`src/rtl/pipeline_control.sv`:
```
// ============================================================================
// Module   : pipeline_control
// Purpose  : Five-stage pipeline stall/flush/redirect sequencing with a
//            memory-wait FSM and saturating performance counters.
// Revision : 1.0
// ============================================================================
`default_nettype none

module pipeline_control #(
    parameter int CNT_W = 32
) (
    input  logic             clk,
    input  logic             rst,
    input  logic             hazard_stall,
    input  logic             icache_read,
    input  logic             icache_resp,
    input  logic             dcache_read,
    input  logic             dcache_write,
    input  logic             dcache_resp,
    input  logic             br_taken_ex,
    input  logic [31:0]      br_target_ex,
    output logic             load_pc,
    output logic             load_if_id,
    output logic             load_id_ex,
    output logic             load_ex_mem,
    output logic             load_mem_wb,
    output logic             bubble_ex_mem,
    output logic             flush_if_id,
    output logic             flush_id_ex,
    output logic             pc_redirect,
    output logic [31:0]      pc_redirect_addr,
    output logic [1:0]       ctrl_state,
    output logic [CNT_W-1:0] stall_cycles,
    output logic [CNT_W-1:0] flush_count
);

    localparam logic [1:0] ST_RUN            = 2'd0;
    localparam logic [1:0] ST_MEM_WAIT       = 2'd1;
    localparam logic [1:0] ST_MEM_WAIT_REDIR = 2'd2;

    logic [1:0]       state_q,  state_d;
    logic [31:0]      target_q, target_d;
    logic [CNT_W-1:0] stall_q,  stall_d;
    logic [CNT_W-1:0] flush_q,  flush_d;

    logic w_istall;
    logic w_dstall;
    logic w_mem_wait;
    logic w_redir_now;
    logic w_pending;

    assign w_istall    = icache_read & ~icache_resp;
    assign w_dstall    = (dcache_read | dcache_write) & ~dcache_resp;
    assign w_mem_wait  = w_istall | w_dstall;
    assign w_redir_now = br_taken_ex & ~hazard_stall;
    assign w_pending   = (state_q == ST_MEM_WAIT_REDIR);

    always_ff @(posedge clk) begin
        if (!rst) begin
            state_q  <= ST_RUN;
            target_q <= '0;
            stall_q  <= '0;
            flush_q  <= '0;
        end else begin
            state_q  <= state_d;
            target_q <= target_d;
            stall_q  <= stall_d;
            flush_q  <= flush_d;
        end
    end

    // Only the first redirect seen during a wait is latched; later ones are dropped.
    always_comb begin
        state_d  = state_q;
        target_d = target_q;
        case (state_q)
            ST_RUN, ST_MEM_WAIT: begin
                if (w_mem_wait && w_redir_now) begin
                    state_d  = ST_MEM_WAIT_REDIR;
                    target_d = br_target_ex;
                end else if (w_mem_wait) begin
                    state_d = ST_MEM_WAIT;
                end else begin
                    state_d = ST_RUN;
                end
            end
            ST_MEM_WAIT_REDIR: begin
                if (!w_mem_wait) begin
                    state_d = ST_RUN;
                end
            end
            default: state_d = ST_RUN;
        endcase
    end

    // A latched redirect outranks a hazard stall on the release cycle.
    always_comb begin
        load_pc          = 1'b0;
        load_if_id       = 1'b0;
        load_id_ex       = 1'b0;
        load_ex_mem      = 1'b0;
        load_mem_wb      = 1'b0;
        bubble_ex_mem    = 1'b0;
        flush_if_id      = 1'b0;
        flush_id_ex      = 1'b0;
        pc_redirect      = 1'b0;
        pc_redirect_addr = '0;
        if (!rst || w_mem_wait) begin
            load_pc = 1'b0;
        end else if (w_pending || (!hazard_stall && br_taken_ex)) begin
            load_pc          = 1'b1;
            load_if_id       = 1'b1;
            load_id_ex       = 1'b1;
            load_ex_mem      = 1'b1;
            load_mem_wb      = 1'b1;
            flush_if_id      = 1'b1;
            flush_id_ex      = 1'b1;
            pc_redirect      = 1'b1;
            pc_redirect_addr = w_pending ? target_q : br_target_ex;
        end else if (hazard_stall) begin
            load_ex_mem   = 1'b1;
            load_mem_wb   = 1'b1;
            bubble_ex_mem = 1'b1;
        end else begin
            load_pc     = 1'b1;
            load_if_id  = 1'b1;
            load_id_ex  = 1'b1;
            load_ex_mem = 1'b1;
            load_mem_wb = 1'b1;
        end
    end

    always_comb begin
        stall_d = stall_q;
        flush_d = flush_q;
        if ((w_mem_wait || hazard_stall) && (stall_q != {CNT_W{1'b1}})) begin
            stall_d = stall_q + CNT_W'(1);
        end
        if (pc_redirect && (flush_q != {CNT_W{1'b1}})) begin
            flush_d = flush_q + CNT_W'(1);
        end
    end

    assign ctrl_state   = state_q;
    assign stall_cycles = stall_q;
    assign flush_count  = flush_q;

endmodule

`default_nettype wire

```
`config.mk`:
```
export PLATFORM = sky130hd
export DESIGN_NAME = pipeline_control
export DESIGN_NICKNAME = d
export VERILOG_FILES = /design/src/rtl/pipeline_control.sv
export SDC_FILE = /design/constraint.sdc
export NUM_CORES = 1
export LEC_CHECK = 0
export CAP_MARGIN = 20
export CORE_MARGIN = 4
export CORE_UTILIZATION = 52
export CTS_CLUSTER_SIZE = 40
export DETAILED_ROUTE_END_ITERATION = 10
export PLACE_DENSITY_LB_ADDON = 0.2
export SYNTH_ARGS = -nofsm -noshare
export SYNTH_HDL_FRONTEND = slang
export SYNTH_SLANG_ARGS = --single-unit
```
`constraint.sdc`:
```
create_clock -name clk -period 5.6 [get_ports clk]
set_input_delay 1.12 -clock clk [delete_from_list [all_inputs] [get_ports clk]]
set_output_delay 1.12 -clock clk [all_outputs]
set_load 0.03 [all_outputs]
```
* After elaboration in Yosys (flattened, before gate mapping)
Cells that the tools add are included.
Cells by class: add/subtract/negate cells 2, equal/unequal tests 5, muxes and demuxes 16, bitwise gates (word level) 8, reduce and logical (&&, ||, !) cells 12
Operators by type and width (count):
- 32-bit 2-to-1 mux | 3
- 32-bit by 1-bit adder with 32-bit output, second input constant | 2
- 32-bit != test, second input constant | 2
- 1-bit 2-to-1 mux | 10
- 1-bit logical AND | 4
- 2-bit 2-to-1 mux | 2
- 2-bit one-hot mux with 2 select lines | 1
- 1-bit bitwise AND | 3
- 1-bit logical OR | 3
- 1-bit NOT | 3
- 2-bit by 1-bit equality test with 1-bit output, second input constant | 1
- 2-bit equality test, second input constant | 1
- 1-bit logical NOT | 2
- 2-bit logical NOT | 1
- 2-bit != test, second input constant | 1
- 1-bit OR | 2
- 2-bit AND reduction | 1
- 2-bit OR reduction | 1
Word-level totals: register bits 98, input port bits 41, output and inout port bits 107, word-level logic and storage cells 47

* Longest topological paths before layout
Gate-level depths: netlist of the first run.
depth after elaboration 6, depth in mapped cells 8, mapped depth without buffers 6

* Worst setup path after synthesis of the first run
OpenSTA, ideal clock, no wires.
path kind input port to output port, start point in rst, end point out load_if_id, arrival 2.624 ns, data required time 4.480 ns, path slack 1.856 ns, stages 5, path buffers 3, path through clkbuf_1 clkbuf_1 nand2_1 a21oi_1 buf_4
On the way: cells in the longest elaborated chain, start to end 3
Ends and longest elaborated chain:
- from (decl) | line 13 | input logic rst,
- 1-bit logical NOT | line 108 | if (!rst || w_mem_wait) begin
- 1-bit logical OR | line 108
- 1-bit 2-to-1 mux
- to (decl) | line 23 | output logic load_if_id,
Every way passes these cells.

* Worst setup path after layout of the first run
start point in dcache_write, end point out flush_id_ex
On the way: cells in the longest elaborated chain, start to end 5
Ends and longest elaborated chain:
- from (decl) | line 18 | input logic dcache_write,
- 1-bit OR | line 53 | assign w_dstall = (dcache_read | dcache_write) & ~dcache_resp;
- 1-bit bitwise AND | line 53
- 1-bit OR | line 54 | assign w_mem_wait = w_istall | w_dstall;
- 1-bit logical OR | line 108
- 1-bit 2-to-1 mux | line 108
- to (decl) | line 29 | output logic flush_id_ex,
Every way passes these cells.

==> results of run 1 <==
power groups by stage:
stage               combinational, W  clock [W]  sequential (W)
floorplan                  0.0000778          0        0.000738
global placement            0.000148          0        0.000733
detailed placement          0.000152          0        0.000734
CTS                         0.000152   0.000431        0.000718
global route                0.000166   0.000461        0.000720
finish                      0.000154   0.000423        0.000718
cell type report:
class | instances | area share, %
clock buffers | 11 | 2.09
clock inverters | 5 | 0.575
inverters | 12 | 0.667
multi-input cells | 527 | 42.3
flip-flops and latches | 98 | 29.1
well taps | 129 | 2.39
repair buffers | 155 | 22.9
registers in the layout, indices dropped and copies added (netlist names):
name,count
stall_cycles,32
ctrl_state,2
target_q,32
flush_count,32
cells by family after synthesis:
| family | synth area share, % |
|---|---|
| adders and majority gates | 0.496 |
| AOI/OAI and AO/OA | 19.6 |
| muxes | 1.78 |
| buffers and inverters | 4.86 |
| and+or+nand+nor | 33.5 |
| DFF | 38.9 |
| xor gates and xnor gates | 0.868 |
per-stage QoR:
stage,cells,hold WS [ns],total power (W)
2_1_floorplan,678,0.437,0.000816
3_3_place_gp,919,0.442,0.000881
3_5_place_dp,919,0.447,0.000886
4_1_cts,935,0.461,0.00130
5_1_grt,937,0.479,0.00135
6_report,937,0.463,0.00130
layer usage:
metal | vias to the layer above | routed length, um | GRT usage, %
met2 | 191 | 7520 | 45.8
met3 | 24 | 888 | 4.68
met4 | 0 | 250 | 7.21
met1 | 2583 | 6020 | 29.9
li1 | 2668 | - | -
met5 | - | 0 | 0
placed cells by master, fill, tap and decap left out, types with 3 or more instances in the layout:
master / instances
a211oi_1: 3
a21oi_1: 107
a31oi_1: 3
and2_1: 3
and3_1: 3
and4_1: 6
buf_4: 6
clkbuf_8: 10
clkdlybuf4s50_1: 147
dfxtp_1: 98
inv_1: 11
mux2i_1: 9
nand2_1: 178
nand2b_1: 8
nand3_1: 31
nand4_1: 14
nor2_1: 19
nor3_1: 10
nor4_1: 7
o21ai_0: 25
o31ai_1: 17
or3_1: 17
or3_2: 5
or4_1: 17
xnor2_1: 5
worst max path at each step:
stage	from	endpoint	slack, ns	cells after the start
floorplan	rst	load_if_id	1.86	5
global placement	dcache_write	flush_id_ex	1.29	6
detailed placement	dcache_write	flush_id_ex	1.25	6
CTS	dcache_write	flush_id_ex	1.23	6
global route	dcache_write	flush_id_ex	1.12	6
finish	dcache_write	flush_id_ex	1.19	6
worst max-delay path, delay by kind of cell:
kind,cells,cell delay (ns)
buffers and inverters,4,1.72
AOI/OAI and AO/OA,2,0.44
==> out/summary.md, run 1 <==
* wire length of the first global-routing pass: 24000 um
* vias per inst: 5.83
* endpoint class of the critical path: output port
* CP Data Required Time: 4.48 ns
* post-layout worst setup margin: 1.19 ns
* total iterations of the first detailed-routing run: 5
* slack of the worst reg-to-reg path: 3.19 ns
* number of maximum-capacitance constraint violations: 0
* initial core utilization: 54.1%
* dominant cells by area after synthesis: dfxtp_1, nand2_1, a21oi_1
* clock transition at the registers of the reported paths: 0.09 ns
* post-route clock period utilization: 78.7%
* final setup violation count: 0
* Core Util, Final: 72.4%
* TritonCTS clock tree: done
* startpoint of the most critical register-to-register path: stall_cycles[13]$_SDFFE_PN0P_
* Period minus WS final: 4.41 ns
* CTS H-tree lvls: 3
* actual transition at the worst max-transition pin: 0.953 ns
* number of enable-type register cells in the synthesized netlist: 0
* most common cell type on the critical path: clkdlybuf4s50_1
* Cell Chain, Critical Path: clkdlybuf4s50_1 -> o21bai_1 -> o2111ai_2 -> buf_4 -> inv_1 -> clkdlybuf4s50_1
* count of unresolved DRC violations after routing: 0
* final weighted congestion in routability-driven placement: 0.886
* number of synthesized register bits: 98
* total leakage power: 2.21 nW
* instance count of the mapped netlist: 678
* share of total power in combinational logic: 11.9%
* maximum buffer depth of the clock tree: 2
* Avg Inst Size Synth: 7.44 um^2
* area added between synthesis and finish: 33.7%
* number of nets produced by synthesis: 721
* sw frac: 26.6%
* number of buffers created by CTS: 9
* largest net degree at the start of global routing: 45
* Power Internal: 0.000951 W
* fraction of the yosys area taken by sequential cells: 38.9%
* Min-Delay Endpoint: target_q[25]$_SDFFE_PN0P_
* post-CTS sizing: 0
* register share of total power: 55.4%
* net switching power: 0.000345 W
* number of DRC markers in iteration 0: 274
* clock latency on the worst-skew pair: 0.36 ns
* reg2reg end: stall_cycles[16]$_SDFFE_PN0P_
* largest fanout of any net on the critical path: 38
* number of cells on the worst reg-to-reg path: 5
* number of global-route vias before repair: 5155
* number of vias after detailed routing: 5466
* Worst IR Drop VDD: 105 uV
* share of flip-flops with an asynchronous set or reset after synthesis: 0%
* number of clock sinks seen by CTS: 98
* Yosys warning total: 0
* antenna diode instance count: 0
* leading post-synthesis cells by instance count: nand2_1, a21oi_1, dfxtp_1, nand3_1
* critical path launch point type: primary input
* root buf cell: clkbuf_8
* sum of routed wire length over all layers: 14700 um
* Yosys top cell by area: dfxtp_1
* half-perimeter wire length after placement: 10600 um
* clock network fraction of total power: 32.7%
* number of stages on the worst hold path: 2
* GR Util All Layers: 25.1%
* Die Area: 11300 um^2
* antenna violations before repair: 0
* chip width: 107 um
* maximum clock frequency: 0.227 GHz
* RSZ-0062 raised after global routing: no
* Min-Delay Startpoint: target_q[25]$_SDFFE_PN0P_
* number of different library cells in the post-synthesis netlist: 55
* post-synth top area share: 38.9%
* pre-CTS setup slack: 1.25 ns
* leading cell type by number of instances after synthesis: nand2_1
* CTS hold repair buffers: 0
* buffers added on ports: 147
* final instance area: 6750 um^2
* headroom to the max-slew limit: 36.1%
* Die H: 107 um
* total placed instance area: 6540 um^2
* Sum Neg Setup Slack: 0 ns
* layout cell share with drive strength beyond 1: 5.94%
* core area: 9330 um^2
* net count of the finished layout: 846
* slowest stage cell on the critical path: clkdlybuf4s50_1
* Worst path max stage delay: 0.73 ns
* Hold Crit Class: register to register
* Routed Antenna Nets: 0
* area of the multi-input gates: 2850 um^2
* sequential standard cell area: 1960 um^2
* Arr. time, crit path: 3.29 ns
* pins over their slew limit: 0
* num rows: 35
* grt ovf: 0
* wire length per cell: 15.7 um
* Netlist Area Pre-Place: 5050 um^2
* top_reg_cell synth: dfxtp_1
* status: finished, final reports clean
* Pwr Density: 192 nW/um^2
* I/O pin total: 148
* final hold vios: 0
* fillers: 772
* Post-Route Skew: 0.0120 ns
* critical path class: primary input to output port
* buffer count from post-CTS setup fixing: 0
Power figures use the tool's default switching activity.
==> inputs of run 2 (changes only) <==
--- a/config.mk
+++ b/config.mk
@@ -7,7 +7,7 @@
 export LEC_CHECK = 0
 export CAP_MARGIN = 20
 export CORE_MARGIN = 4
-export CORE_UTILIZATION = 52
+export CORE_UTILIZATION = 48
 export CTS_CLUSTER_SIZE = 40
 export DETAILED_ROUTE_END_ITERATION = 10
 export PLACE_DENSITY_LB_ADDON = 0.2
==> constraint.sdc (replaced) <==
create_clock -name clk -period 4.4 [get_ports clk]
set_input_delay 0.88 -clock clk [delete_from_list [all_inputs] [get_ports clk]]
set_output_delay 0.88 -clock clk [all_outputs]
set_load 0.03 [all_outputs]
==> run 2 against run 1 <==
  * Via count decreased by 1.4%
  * Die area increased by 7.7%
  * Core utilization decreased by 7.3 points
  * Count of clock-buffer cells in the layout increased by 1
  * Final cell count increased by 0.75%
==> out/summary.md, run 2 (synthesis results as in run 1) <==
* largest fanout of any net on the critical path: 4, -89%
* wire length per cell: 15.4 um, -1.9%
* clock latency on the worst-skew pair: 0.37 ns, about the same
* CTS hold repair buffers: 0, unchanged
* Sum Neg Setup Slack: 0 ns, unchanged
* final setup violation count: 0, unchanged
* sum of internal, switching and leakage power: 0.00169 W, +30%
* Post-Route Skew: 0.00754 ns, -0.00448 ns
* half-perimeter wire length after placement: 10400 um, -1.9%
* number of DRC markers in iteration 0: 359, +31%
* number of vias after detailed routing: 5388, -1.4%
* final instance area: 6690 um^2, -0.91%
* I/O pin total: 148, unchanged
* Core Util, Final: 65.1%, -7.3 points
* net count of the finished layout: 847, +0.12%
* num rows: 37, +5.7%
* Worst IR Drop VDD: 126 uV, +20%
* total iterations of the first detailed-routing run: 5, unchanged
* Die Area: 12200 um^2, +7.7%
* count of unresolved DRC violations after routing: 0, unchanged
* Period minus WS final: 3.82 ns
* Arr. time, crit path: 2.94 ns, -0.35 ns
* actual transition at the worst max-transition pin: 0.854 ns, -0.0985 ns
* clock transition at the registers of the reported paths: 0.08 ns, about the same
* number of buffers created by CTS: 9, unchanged
* critical path launch point type: primary input
* most frequent cells in the layout: nand2_1, clkdlybuf4s50_1, a21oi_1, dfxtp_1, buf_4
* post-route clock period utilization: 86.9%
* sum of routed wire length over all layers: 14500 um, -1.2%
* post-CTS sizing: 0, unchanged
* worst hold slack across all endpoints: 0.460 ns, -0.00311 ns
* total leakage power: 2.29 nW, +3.7%
* endpoint class of the critical path: output port
* vias per inst: 5.71, -2.2%
* chip width: 111 um, +3.8%
* TritonCTS clock tree: done
* Routed Antenna Nets: 0, unchanged
* final hold vios: 0, unchanged
* most common cell after layout, fill and taps aside: nand2_1
* sequential standard cell area: 1960 um^2, unchanged
* wire length of the first global-routing pass: 24100 um, +0.63%
* buffer count from post-CTS setup fixing: 0, unchanged
* layout cell share with drive strength beyond 1: 10.1%, +4.2 points
* RSZ-0062 raised after global routing: no
* area added between synthesis and finish: 32.5%
* area of the multi-input gates: 2850 um^2, unchanged
* number of maximum-capacitance constraint violations: 0, unchanged
* antenna violations before repair: 0, unchanged
* critical path class: primary input to output port
* total placed instance area: 6470 um^2, -0.98%
* initial core utilization: 49.1%, -5.0 points
* Pwr Density: 253 nW/um^2, +32%
* CTS H-tree lvls: 3, unchanged
* fillers: 927, +20%
* maximum clock frequency: 0.262 GHz
* Die H: 111 um, +3.8%
* pins over their slew limit: 0, unchanged
* root buf cell: clkbuf_8
* largest net degree at the start of global routing: 49, +8.9%
* number of global-route vias before repair: 5073, -1.6%
* status: finished, final reports clean
* GR Util All Layers: 23.2%, -1.9 points
* final weighted congestion in routability-driven placement: 0.871, -1.7%
* CP Data Required Time: 3.52 ns, -0.96 ns
* headroom to the max-slew limit: 43.0%, +6.8 points
* grt ovf: 0, unchanged
* buffers added on ports: 147, unchanged
* Hold Crit Class: register to register
* number of clock sinks seen by CTS: 98, unchanged
* maximum buffer depth of the clock tree: 2, unchanged
* antenna diode instance count: 0, unchanged
* core area: 10300 um^2, +10%
-- run 2: worst max-delay path, stage by stage --
cell and delay (ns):
clkdlybuf4s50_1 0.47, and2b_2 0.23, nor2_1 0.23, nand2_1 0.17
a21oi_1 0.24, clkdlybuf4s50_1 0.72
-- run 2: power breakdown --
part / internal, W / leakage (nW) / switching [W]
clock: 0.000274 / 0.0962 / 0.000308
combinational: 0.0000813 / 1.40 / 0.000113
sequential: 0.000902 / 0.792 / 0.0000114
total: 0.00126 / 2.29 / 0.000433
-- run 2: path summary, 6_finish.rpt --
path | slack [ns] | end | from | cells past startpoint
setup reg to reg | 1.52 | flush_count[29]$_SDFFE_PN0P_ | ctrl_state[1]$_SDFFE_PN0P_ | 7
hold / removal | 0.46 | target_q[4]$_SDFFE_PN0P_ | target_q[4]$_SDFFE_PN0P_ | 2
hold reg to reg | 0.46 | target_q[4]$_SDFFE_PN0P_ | target_q[4]$_SDFFE_PN0P_ | 2
setup / recovery | 0.58 | load_id_ex | icache_resp | 6
-- run 2: cell type report --
type / count / area share (%)
multi-input cells: 527 / 42.7
clock buffers: 12 / 2.17
clock inverters: 3 / 0.599
flip-flops and latches: 98 / 29.3
inverters: 12 / 0.674
repair buffers: 156 / 22.0
well taps: 136 / 2.54
-- run 2: metrics by stage --
step / cells / setup slack, ns
3_5_place_dp: 928 / 0.582
3_3_place_gp: 928 / 0.651
5_1_grt: 944 / 0.437
6_report: 944 / 0.577
4_1_cts: 943 / 0.576
2_1_floorplan: 678 / 1.14
-- run 2: layer usage --
metal | up-vias | GRT usage, % | wire length (um)
li1 | 2661 | - | -
met1 | 2553 | 28.4 | 6290
met2 | 143 | 39.6 | 7090
met3 | 31 | 4.05 | 678
met4 | 0 | 10.5 | 448
met5 | - | 0 | 0
==> inputs of run 3 (changes only) <==
--- a/config.mk
+++ b/config.mk
@@ -6,10 +6,11 @@
 export NUM_CORES = 1
 export LEC_CHECK = 0
 export CAP_MARGIN = 20
-export CORE_MARGIN = 4
+export CORE_MARGIN = 3
 export CORE_UTILIZATION = 48
 export CTS_CLUSTER_SIZE = 40
 export DETAILED_ROUTE_END_ITERATION = 10
+export GPL_TIMING_DRIVEN = 0
 export PLACE_DENSITY_LB_ADDON = 0.2
 export SYNTH_ARGS = -nofsm -noshare
 export SYNTH_HDL_FRONTEND = slang
==> run 3 against run 2 <==
  * Total power rose by 1.0%
  * Design area increased by 2.9%
  * First-iteration DRC count rose by 28%
  * Wire length is 5.8% higher
  * Via count up 4.7%
  * Flip-flop and latch count unchanged
  * Sequential power is essentially flat
  * Non-clock buffer count grew 31
  * Clock power is 2% higher
  * Combinational power increased by 4%
  * Final cell count up 3.1%
  * Critical path type unchanged
  * Largest cell class unchanged
==> out/summary.md, run 3 (synthesis results as in run 1) <==
* slowest stage cell on the critical path: clkdlybuf4s50_1
* buffers added on ports: 146, -0.68%
* Worst path max stage delay: 0.63 ns, -0.09 ns
* Sum Neg Setup Slack: 0 ns, unchanged
* largest net degree at the start of global routing: 17, -65%
* number of vias after detailed routing: 5643, +4.7%
* Die H: 109 um, -1.8%
* clock latency on the worst-skew pair: 0.36 ns, about the same
* worst hold slack across all endpoints: 0.460 ns, -0.000472 ns
* critical path launch point type: primary input
* most frequent cells in the layout: nand2_1, clkdlybuf4s50_1, a21oi_1, dfxtp_1, nand3_1
* sum of routed wire length over all layers: 15300 um, +5.8%
* layout cell share with drive strength beyond 1: 5.95%, -4.2 points
* number of clock sinks seen by CTS: 98, unchanged
* Core Util, Final: 68.8%, +3.7 points
* wire length per cell: 15.8 um, +2.7%
* headroom to the max-slew limit: 50.3%, +7.3 points
* number of stages on the worst hold path: 2, unchanged
* half-perimeter wire length after placement: 11500 um, +10%
* num rows: 36, -2.7%
* fillers: 880, -5.1%
* area added between synthesis and finish: 36.3%
* grt ovf: 0, unchanged
* total iterations of the first detailed-routing run: 5, unchanged
* count of unresolved DRC violations after routing: 0, unchanged
* number of global-route vias before repair: 5357, +5.6%
* initial core utilization: 50.5%, +1.4 points
* Cell Chain, Critical Path: clkdlybuf4s50_1 -> nor2b_1 -> o2111ai_1 -> buf_2 -> buf_1 -> a21oi_1 -> clkdlybuf4s50_1
* CTS hold repair buffers: 0, unchanged
* antenna diode instance count: 0, unchanged
* Min-Delay Startpoint: target_q[3]$_SDFFE_PN0P_
* final hold vios: 0, unchanged
* CTS H-tree lvls: 3, unchanged
* root buf cell: clkbuf_8
* most common cell after layout, fill and taps aside: nand2_1
* Pwr Density: 248 nW/um^2, -1.8%
* clock transition at the registers of the reported paths: 0.09 ns, about the same
* final weighted congestion in routability-driven placement: 0.864, -0.83%
* net count of the finished layout: 878, +3.7%
* endpoint class of the critical path: output port
* number of buffers created by CTS: 9, unchanged
* Die Area: 11800 um^2, -3.6%
* filler-free cell count of the finished design: 973, +3.1%
* wire length of the first global-routing pass: 25300 um, +4.9%
* final setup violation count: 0, unchanged
* I/O pin total: 148, unchanged
* number of cells on the worst reg-to-reg path: 6, -1
* CP Data Required Time: 3.52 ns, about the same
* Min-Delay Endpoint: target_q[3]$_SDFFE_PN0P_
* post-route clock period utilization: 94.1%, +7.2 points
* placed cell count: 957, +3.1%
* RSZ-0062 raised after global routing: no
* number of maximum-capacitance constraint violations: 0, unchanged
* Post-Route Skew: 0.0110 ns, +0.00347 ns
* Hold Crit Class: register to register
* vias per inst: 5.80, +1.6%
* Worst IR Drop VDD: 152 uV, +20%
* number of DRC markers in iteration 0: 461, +28%
* Period minus WS final: 4.14 ns, +0.316 ns
* Routed Antenna Nets: 0, unchanged
* chip width: 109 um, -1.8%
* startpoint of the most critical register-to-register path: stall_cycles[3]$_SDFFE_PN0P_
* maximum buffer depth of the clock tree: 2, unchanged
* actual transition at the worst max-transition pin: 0.739 ns, -0.115 ns
* slack of the worst reg-to-reg path: 1.93 ns, +0.41 ns
* total leakage power: 2.26 nW, -1.5%
* maximum clock frequency: 0.242 GHz, -7.6%
* status: finished, final reports clean
* core area: 10000 um^2, -2.7%
* GR Util All Layers: 26.2%, +3.0 points
* Arr. time, crit path: 3.26 ns, +0.32 ns
* pins over their slew limit: 0, unchanged
* antenna violations before repair: 0, unchanged
* most common cell type on the critical path: clkdlybuf4s50_1
* TritonCTS clock tree: done
* buffer count from post-CTS setup fixing: 0, unchanged
* largest fanout of any net on the critical path: 10, +6
* reg2reg end: stall_cycles[25]$_SDFFE_PN0P_
* post-CTS sizing: 0, unchanged
* critical path class: primary input to output port
[run 3: through the flow]
step                total power (W)  setup slack, ns  instance area, um^2
finish                      0.00171            0.261                 6880
global route                0.00178           0.0953                 6880
CTS                         0.00172            0.245                 6880
detailed placement          0.00114            0.258                 6680
global placement            0.00113            0.306                 6680
floorplan                   0.00104             1.14                 5050
[run 3: how the worst max path moves through the flow]
stage	slack [ns]	cells past startpoint	to	startpoint
2_1_floorplan	1.14	5	load_if_id	rst
3_3_place_gp	0.31	7	pc_redirect_addr[15]	dcache_write
3_5_place_dp	0.26	7	pc_redirect_addr[17]	hazard_stall
4_1_cts	0.25	7	pc_redirect_addr[17]	hazard_stall
5_1_grt	0.1	7	pc_redirect_addr[15]	hazard_stall
6_report	0.26	7	pc_redirect_addr[17]	hazard_stall
[run 3: area by class of cell]
class	count	area, um^2	share of cell area (%)
inverters	12	45.0	0.655
repair buffers	146	1460	21.2
flip-flops and latches	98	1960	28.5
multi-input cells	527	2840	41.3
clock buffers	11	141	2.06
well taps	133	166	2.42
plain buffers	41	200	2.91
clock inverters	5	62.6	0.909
[run 3: worst max-delay path, delay by kind of cell]
family,cells,cell delay (ns)
AO/OA/AOI/OAI,2,0.36
buffers and inverters,4,1.91
AND/OR/NAND/NOR,1,0.10
[run 3: report_power, final]
group	total (W)	internal (W)	switching, W
registers	0.000913	0.000902	0.0000118
logic	0.000203	0.0000857	0.000117
clock network	0.000591	0.000282	0.000309
total	0.00171	0.00127	0.000438
[run 3: per-layer routing]
| layer | GRT usage, % | wire, um | vias to the layer above |
|---|---|---|---|
| li1 | - | - | 2728 |
| met1 | 33.0 | 6430 | 2704 |
| met2 | 45.8 | 7820 | 188 |
| met3 | 4.18 | 889 | 23 |
| met4 | 8.12 | 207 | 0 |
| met5 | 0 | 0 | - |
